File: config.mk
export PLATFORM = sky130hd
export DESIGN_NAME = argmax_classifier
export DESIGN_NICKNAME = d
export VERILOG_FILES = /design/src/rtl/argmax_classifier.sv
export SDC_FILE = /design/constraint.sdc
export NUM_CORES = 1
export LEC_CHECK = 0
export CORE_MARGIN = 8
export CORE_UTILIZATION = 25
export CTS_CLUSTER_DIAMETER = 100
export CTS_CLUSTER_SIZE = 10
export DETAILED_ROUTE_END_ITERATION = 8
export DONT_BUFFER_PORTS = 1
export PLACE_DENSITY = 0.36
export SLEW_MARGIN = 20
export SYNTH_ARGS = -nofsm -noshare
export SYNTH_HDL_FRONTEND = slang
export SYNTH_SLANG_ARGS = --single-unit
export TNS_END_PERCENT = 50
File: constraint.sdc
create_clock -name clock -period 4.75 [get_ports clock]
set_clock_uncertainty 0.05 [all_clocks]
set_input_delay 0.95 -clock clock [delete_from_list [all_inputs] [get_ports clock]]
set_output_delay 0.95 -clock clock [all_outputs]
set_load 0.05 [all_outputs]
File: src/rtl/argmax_classifier.sv
// Streaming argmax: captures a vector of class scores, scans one score per
// cycle and reports the winning class index, its score, a tie flag and a
// seven-segment pattern of the winning index.
module argmax_classifier #(
  parameter int unsigned NUM_CLASSES = 10,
  parameter int unsigned DATA_WIDTH  = 16,
  parameter int unsigned SIGNED      = 1,
  localparam int unsigned CLASS_W    = (NUM_CLASSES > 1) ? $clog2(NUM_CLASSES) : 1
) (
  input  logic                              clock,
  input  logic                              reset,
  input  logic                              in_valid,
  output logic                              in_ready,
  input  logic [NUM_CLASSES*DATA_WIDTH-1:0] in_data,
  output logic                              out_valid,
  input  logic                              out_ready,
  output logic [CLASS_W-1:0]                out_class,
  output logic [DATA_WIDTH-1:0]             out_max,
  output logic                              out_tie,
  output logic [6:0]                        hex
);

  localparam int unsigned IDX_W = CLASS_W + 1;
  localparam int unsigned SLOTS = 1 << CLASS_W;
  localparam int unsigned VEC_W = NUM_CLASSES * DATA_WIDTH;
  localparam logic [6:0]  HEX_RESET = 7'b1110111;

  typedef enum logic [1:0] {IDLE, SCAN, DONE} state_e;

  state_e state_q, state_d;

  logic [VEC_W-1:0]      data_q, data_d;
  logic [CLASS_W-1:0]    best_idx_q, best_idx_d;
  logic [DATA_WIDTH-1:0] best_val_q, best_val_d;
  logic                  tie_q, tie_d;
  logic [IDX_W-1:0]      idx_q, idx_d;
  logic                  in_ready_q, in_ready_d;
  logic                  out_valid_q, out_valid_d;
  logic [CLASS_W-1:0]    out_class_q, out_class_d;
  logic [DATA_WIDTH-1:0] out_max_q, out_max_d;
  logic                  out_tie_q, out_tie_d;
  logic [6:0]            hex_q, hex_d;

  logic [DATA_WIDTH-1:0] scores [SLOTS];
  logic [DATA_WIDTH-1:0] score_sel;
  logic                  score_gt;
  logic                  score_eq;

  // Active-low {g,f,e,d,c,b,a} glyph for a class index; dash beyond 15
  function automatic logic [6:0] seg7(input logic [CLASS_W-1:0] cls);
    logic [6:0] v;
    v = 7'(cls);
    case (v)
      7'd0:    seg7 = 7'b1000000;
      7'd1:    seg7 = 7'b1111001;
      7'd2:    seg7 = 7'b0100100;
      7'd3:    seg7 = 7'b0110000;
      7'd4:    seg7 = 7'b0011001;
      7'd5:    seg7 = 7'b0010010;
      7'd6:    seg7 = 7'b0000010;
      7'd7:    seg7 = 7'b1111000;
      7'd8:    seg7 = 7'b0000000;
      7'd9:    seg7 = 7'b0011000;
      7'd10:   seg7 = 7'b0001000;
      7'd11:   seg7 = 7'b0000011;
      7'd12:   seg7 = 7'b1000110;
      7'd13:   seg7 = 7'b0100001;
      7'd14:   seg7 = 7'b0000110;
      7'd15:   seg7 = 7'b0001110;
      default: seg7 = 7'b0111111;
    endcase
  endfunction

  // Unpack the captured vector; slots past NUM_CLASSES pad the index space
  for (genvar k = 0; k < SLOTS; k++) begin : g_unpack
    if (k < NUM_CLASSES) begin : g_live
      assign scores[k] = data_q[k*DATA_WIDTH +: DATA_WIDTH];
    end else begin : g_pad
      assign scores[k] = '0;
    end
  end

  assign score_sel = scores[idx_q[CLASS_W-1:0]];
  assign score_eq  = (score_sel == best_val_q);
  assign score_gt  = (SIGNED != 0) ? ($signed(score_sel) > $signed(best_val_q))
                                   : (score_sel > best_val_q);

  // State register
  always_ff @(posedge clock or negedge reset) begin
    if (!reset) state_q <= IDLE;
    else        state_q <= state_d;
  end

  // Next-state logic; idx runs one past the last class so the final compare
  // settles before DONE is entered
  always_comb begin
    state_d = state_q;
    unique case (state_q)
      IDLE:    if (in_valid) state_d = (NUM_CLASSES == 1) ? DONE : SCAN;
      SCAN:    if (idx_q == IDX_W'(NUM_CLASSES)) state_d = DONE;
      DONE:    if (out_ready) state_d = IDLE;
      default: state_d = IDLE;
    endcase
  end

  // Datapath and output next values
  always_comb begin
    data_d      = data_q;
    best_idx_d  = best_idx_q;
    best_val_d  = best_val_q;
    tie_d       = tie_q;
    idx_d       = idx_q;
    out_class_d = out_class_q;
    out_max_d   = out_max_q;
    out_tie_d   = out_tie_q;
    hex_d       = hex_q;
    in_ready_d  = (state_d == IDLE);
    out_valid_d = (state_d == DONE);
    unique case (state_q)
      IDLE: begin
        if (in_valid) begin
          data_d     = in_data;
          best_idx_d = '0;
          best_val_d = in_data[DATA_WIDTH-1:0];
          tie_d      = 1'b0;
          idx_d      = IDX_W'(1);
          if (NUM_CLASSES == 1) begin
            out_class_d = '0;
            out_max_d   = in_data[DATA_WIDTH-1:0];
            out_tie_d   = 1'b0;
            hex_d       = seg7(CLASS_W'(0));
          end
        end
      end
      SCAN: begin
        if (idx_q < IDX_W'(NUM_CLASSES)) begin
          if (score_gt) begin
            best_idx_d = idx_q[CLASS_W-1:0];
            best_val_d = score_sel;
            tie_d      = 1'b0;
          end else if (score_eq) begin
            tie_d = 1'b1;
          end
          idx_d = idx_q + IDX_W'(1);
        end else begin
          out_class_d = best_idx_q;
          out_max_d   = best_val_q;
          out_tie_d   = tie_q;
          hex_d       = seg7(best_idx_q);
          idx_d       = '0;
        end
      end
      default: ;
    endcase
  end

  // Datapath and output registers
  always_ff @(posedge clock or negedge reset) begin
    if (!reset) begin
      data_q      <= '0;
      best_idx_q  <= '0;
      best_val_q  <= '0;
      tie_q       <= 1'b0;
      idx_q       <= '0;
      in_ready_q  <= 1'b1;
      out_valid_q <= 1'b0;
      out_class_q <= '0;
      out_max_q   <= '0;
      out_tie_q   <= 1'b0;
      hex_q       <= HEX_RESET;
    end else begin
      data_q      <= data_d;
      best_idx_q  <= best_idx_d;
      best_val_q  <= best_val_d;
      tie_q       <= tie_d;
      idx_q       <= idx_d;
      in_ready_q  <= in_ready_d;
      out_valid_q <= out_valid_d;
      out_class_q <= out_class_d;
      out_max_q   <= out_max_d;
      out_tie_q   <= out_tie_d;
      hex_q       <= hex_d;
    end
  end

  assign in_ready  = in_ready_q;
  assign out_valid = out_valid_q;
  assign out_class = out_class_q;
  assign out_max   = out_max_q;
  assign out_tie   = out_tie_q;
  assign hex       = hex_q;

endmodule

==> results.toml <==
[logic_synthesis]
postSynthCellCount = 1115
ys_seq_elements = 218
synth_area_per_cell_um2 = 9.19
synthArstFlopShare_pct = 100
dominantRegCellSynth = "dfrtp_1"
synth.cell_area_mm2 = 0.0103
synth_warnings = 0
yosysTopAreaCell = "dfrtp_1"
synth_area_leaders = "dfrtp_1, nand2_1, mux2i_1"
ys_types = 45
synth_nets = 1302
yosysTopAreaCellShare_pct = 51.5
synth_edf_count = 0
yosysSeqAreaShare_pct = 53.3

[detailed_routing]
wl_per_cell_um = 21.2
firstDrtPassIters = 5
drt-total-wl_um = 34400
drc = 0
ant_nets = 0
vias = 7316
viasPerCell = 4.49
dr.first_iter.drc_count = 395

[critical_path]
critPathBufInv = 2
worstPathArrival_ps = 4500
crit_path_max_fanout = 22
cp_top_family = "compound AO/OA/AOI/OAI gates"
start_kind = "flop"
crit_cells = 12
worst-endpoint-required_ps = 5120
r2r_cells = 12
max_stage_delay_ps = 670
path_common_cell = "buf_4"
worst_setup_path_end_kind = "flop"
crit_path_cell_trace = "buf_4 -> mux2i_1 -> o22ai_1 -> o31a_1 -> ha_1 -> nand4_2 -> nor4_4 -> a21bo_2 -> nand4_1 -> nand3_1 -> buf_4 -> a221o_1"
crit_type = "flop to flop"
cp_slowest_cell = "dfrtp_4"

[cells_and_area]
drive_gt1_share_pct = 5.67
stdcell_count = 1628
layout_common_cells = "nand2_1, dfrtp_1, mux2i_1"
fin_util_pct = 28.2
multi_input_area_mm2 = 0.00442
finalInstanceArea_mm2 = 0.0115
fin_nets = 1271
layout.cells.most_common = "nand2_1"
n_fill_cell = 4295
syn_to_final_growth_pct = 11.8
ff_latch_area_mm2 = 0.00547

[global_route]
grt_first_pass_wirelength_um = 51200
grtUsageTotal_pct = 14.2
grt-ovfl-total = 0
antenna_found_initial = 2
grt_pass1_vias = 7895
grt_max_degree = 219

[clocking]
tritoncts = "built"
cts_max_level = 1
clk_path_buf_depth = 3
post_cts.repair.setup_buffers = 0
root_buffer = "clkbuf_16"
cts_made_buffers = 25
post_cts_resize_count = 0
clock-sinks = 218
clock_latency_ps = 540
path_clk_slew_ps = 60
hold_buffers = 0

[floorplan]
row_count = 74
die_x_um = 218
fp.dieArea_mm2 = 0.0477
start_util_pct = 25.2
io_pins = 194
die_h_um = 218
coreArea_mm2 = 0.0406

[placed_design]
place.gp.congestion = 0.746
io_buffers = 0
place_area_mm2 = 0.0108
dp.final_hpwl_um = 25200
dp_cells = 1589

[sta]
rsz0062_at_grt = "no"
finalSetupViolCount = 0
fin_crit_ps = 4130
fmax_ghz = 0.242
finalCritPeriodShare_pct = 86.9
worst_pin_slew_ps = 984
slew_headroom_pct = 34.4
finalHoldViolCount = 0
slew_viol_final = 0
fin_tns_setup_ps = 0

[pwr]
vdd_drop_max_mv = 0.300
power_mw = 9.42
power_density_mw_per_mm2 = 822
leakagePower_nw = 5.73

[status]
status = "completed"

[run]
cap_violations = 0

[min_path]
hp-class = "input pin to asynchronous set/reset pin"
[layer usage]
layer,global-route usage [%],part of all wire [%],vias to the layer above
met2,22.6,46,156
met3,2.85,5.1,37
met1,19.5,47,3481
met4,3.29,2.2,0
li1,-,-,3642
met5,0,0,-
[registers in the layout, indices dropped and copies added, names as in the netlist]
register / flops
data_q: 160
best_val_q: 16
out_max: 16
hex: 7
idx_q: 5
best_idx_q: 4
out_class: 4
state_q: 2
in_ready: 1
out_tie: 1
out_valid: 1
tie_q: 1
[final cells by class]
| class | instances | area share [%] |
|---|---|---|
| Antenna cell | 3 | 0.0655 |
| Clock buffer | 35 | 5.87 |
| Clock inverter | 1 | 0.0764 |
| Inverter | 22 | 0.720 |
| Multi-Input combinational cell | 802 | 38.5 |
| Sequential cell | 218 | 47.7 |
| Tap cell | 532 | 5.81 |
| Timing Repair Buffer | 15 | 1.23 |
[per-stage QoR]
step | hold WS (ps) | worst slack, ps
detailed placement | 413 | 546
finish | 80.4 | 624
global placement | 408 | 623
CTS | 46.8 | 541
global route | 37.3 | 373
floorplan | 395 | 1250
[report_power, final]
group          internal [mW]  switching, mW
sequential              2.72          0.988
clock                  0.969          0.764
combinational           1.61           2.37
[final timing paths]
| path | start | slack (ps) | endpoint |
|---|---|---|---|
| max reg2reg | idx_q[1] | 620 | best_val_q[9] |
| min in group clock | data_q[64] | 420 | data_q[64] |
| max | idx_q[1] | 620 | best_val_q[9] |
| min | reset | 80 | out_class[2] |
| min reg2reg | data_q[64] | 420 | data_q[64] |
| max in group asynchronous | reset | 3990 | best_val_q[1] |
[cells in the mapped netlist (2+ instances only)]
master,count
nand3_1,5
mux2_2,4
o22ai_1,18
nor2_1,31
a221o_1,16
nand2_1,472
o21ai_0,31
or2_1,2
nand4_1,3
nor3_1,3
a21o_1,16
nor2b_1,3
buf_2,8
o221ai_1,16
and2_1,2
clkbuf_1,55
nand2b_1,6
o31a_1,15
o211ai_1,2
mux2i_1,80
a22oi_1,3
a22o_1,4
dfstp_2,7
dfrtp_1,211
buf_1,8
a21oi_1,15
inv_1,22
ha_1,23
o21a_1,2
buf_6,2
and3_1,16
[cells by family after synthesis]
family	Yosys count	synth area share, %
adders and majority gates	23	2.81
DFF	218	53.3
muxes	84	8.25
AOI/OAI and AO/OA	146	10.3
xor gates and xnor gates	1	0.0855
buffers and inverters	95	3.72
and+or+nand+nor	548	21.6
Power figures use the tool's default switching activity.
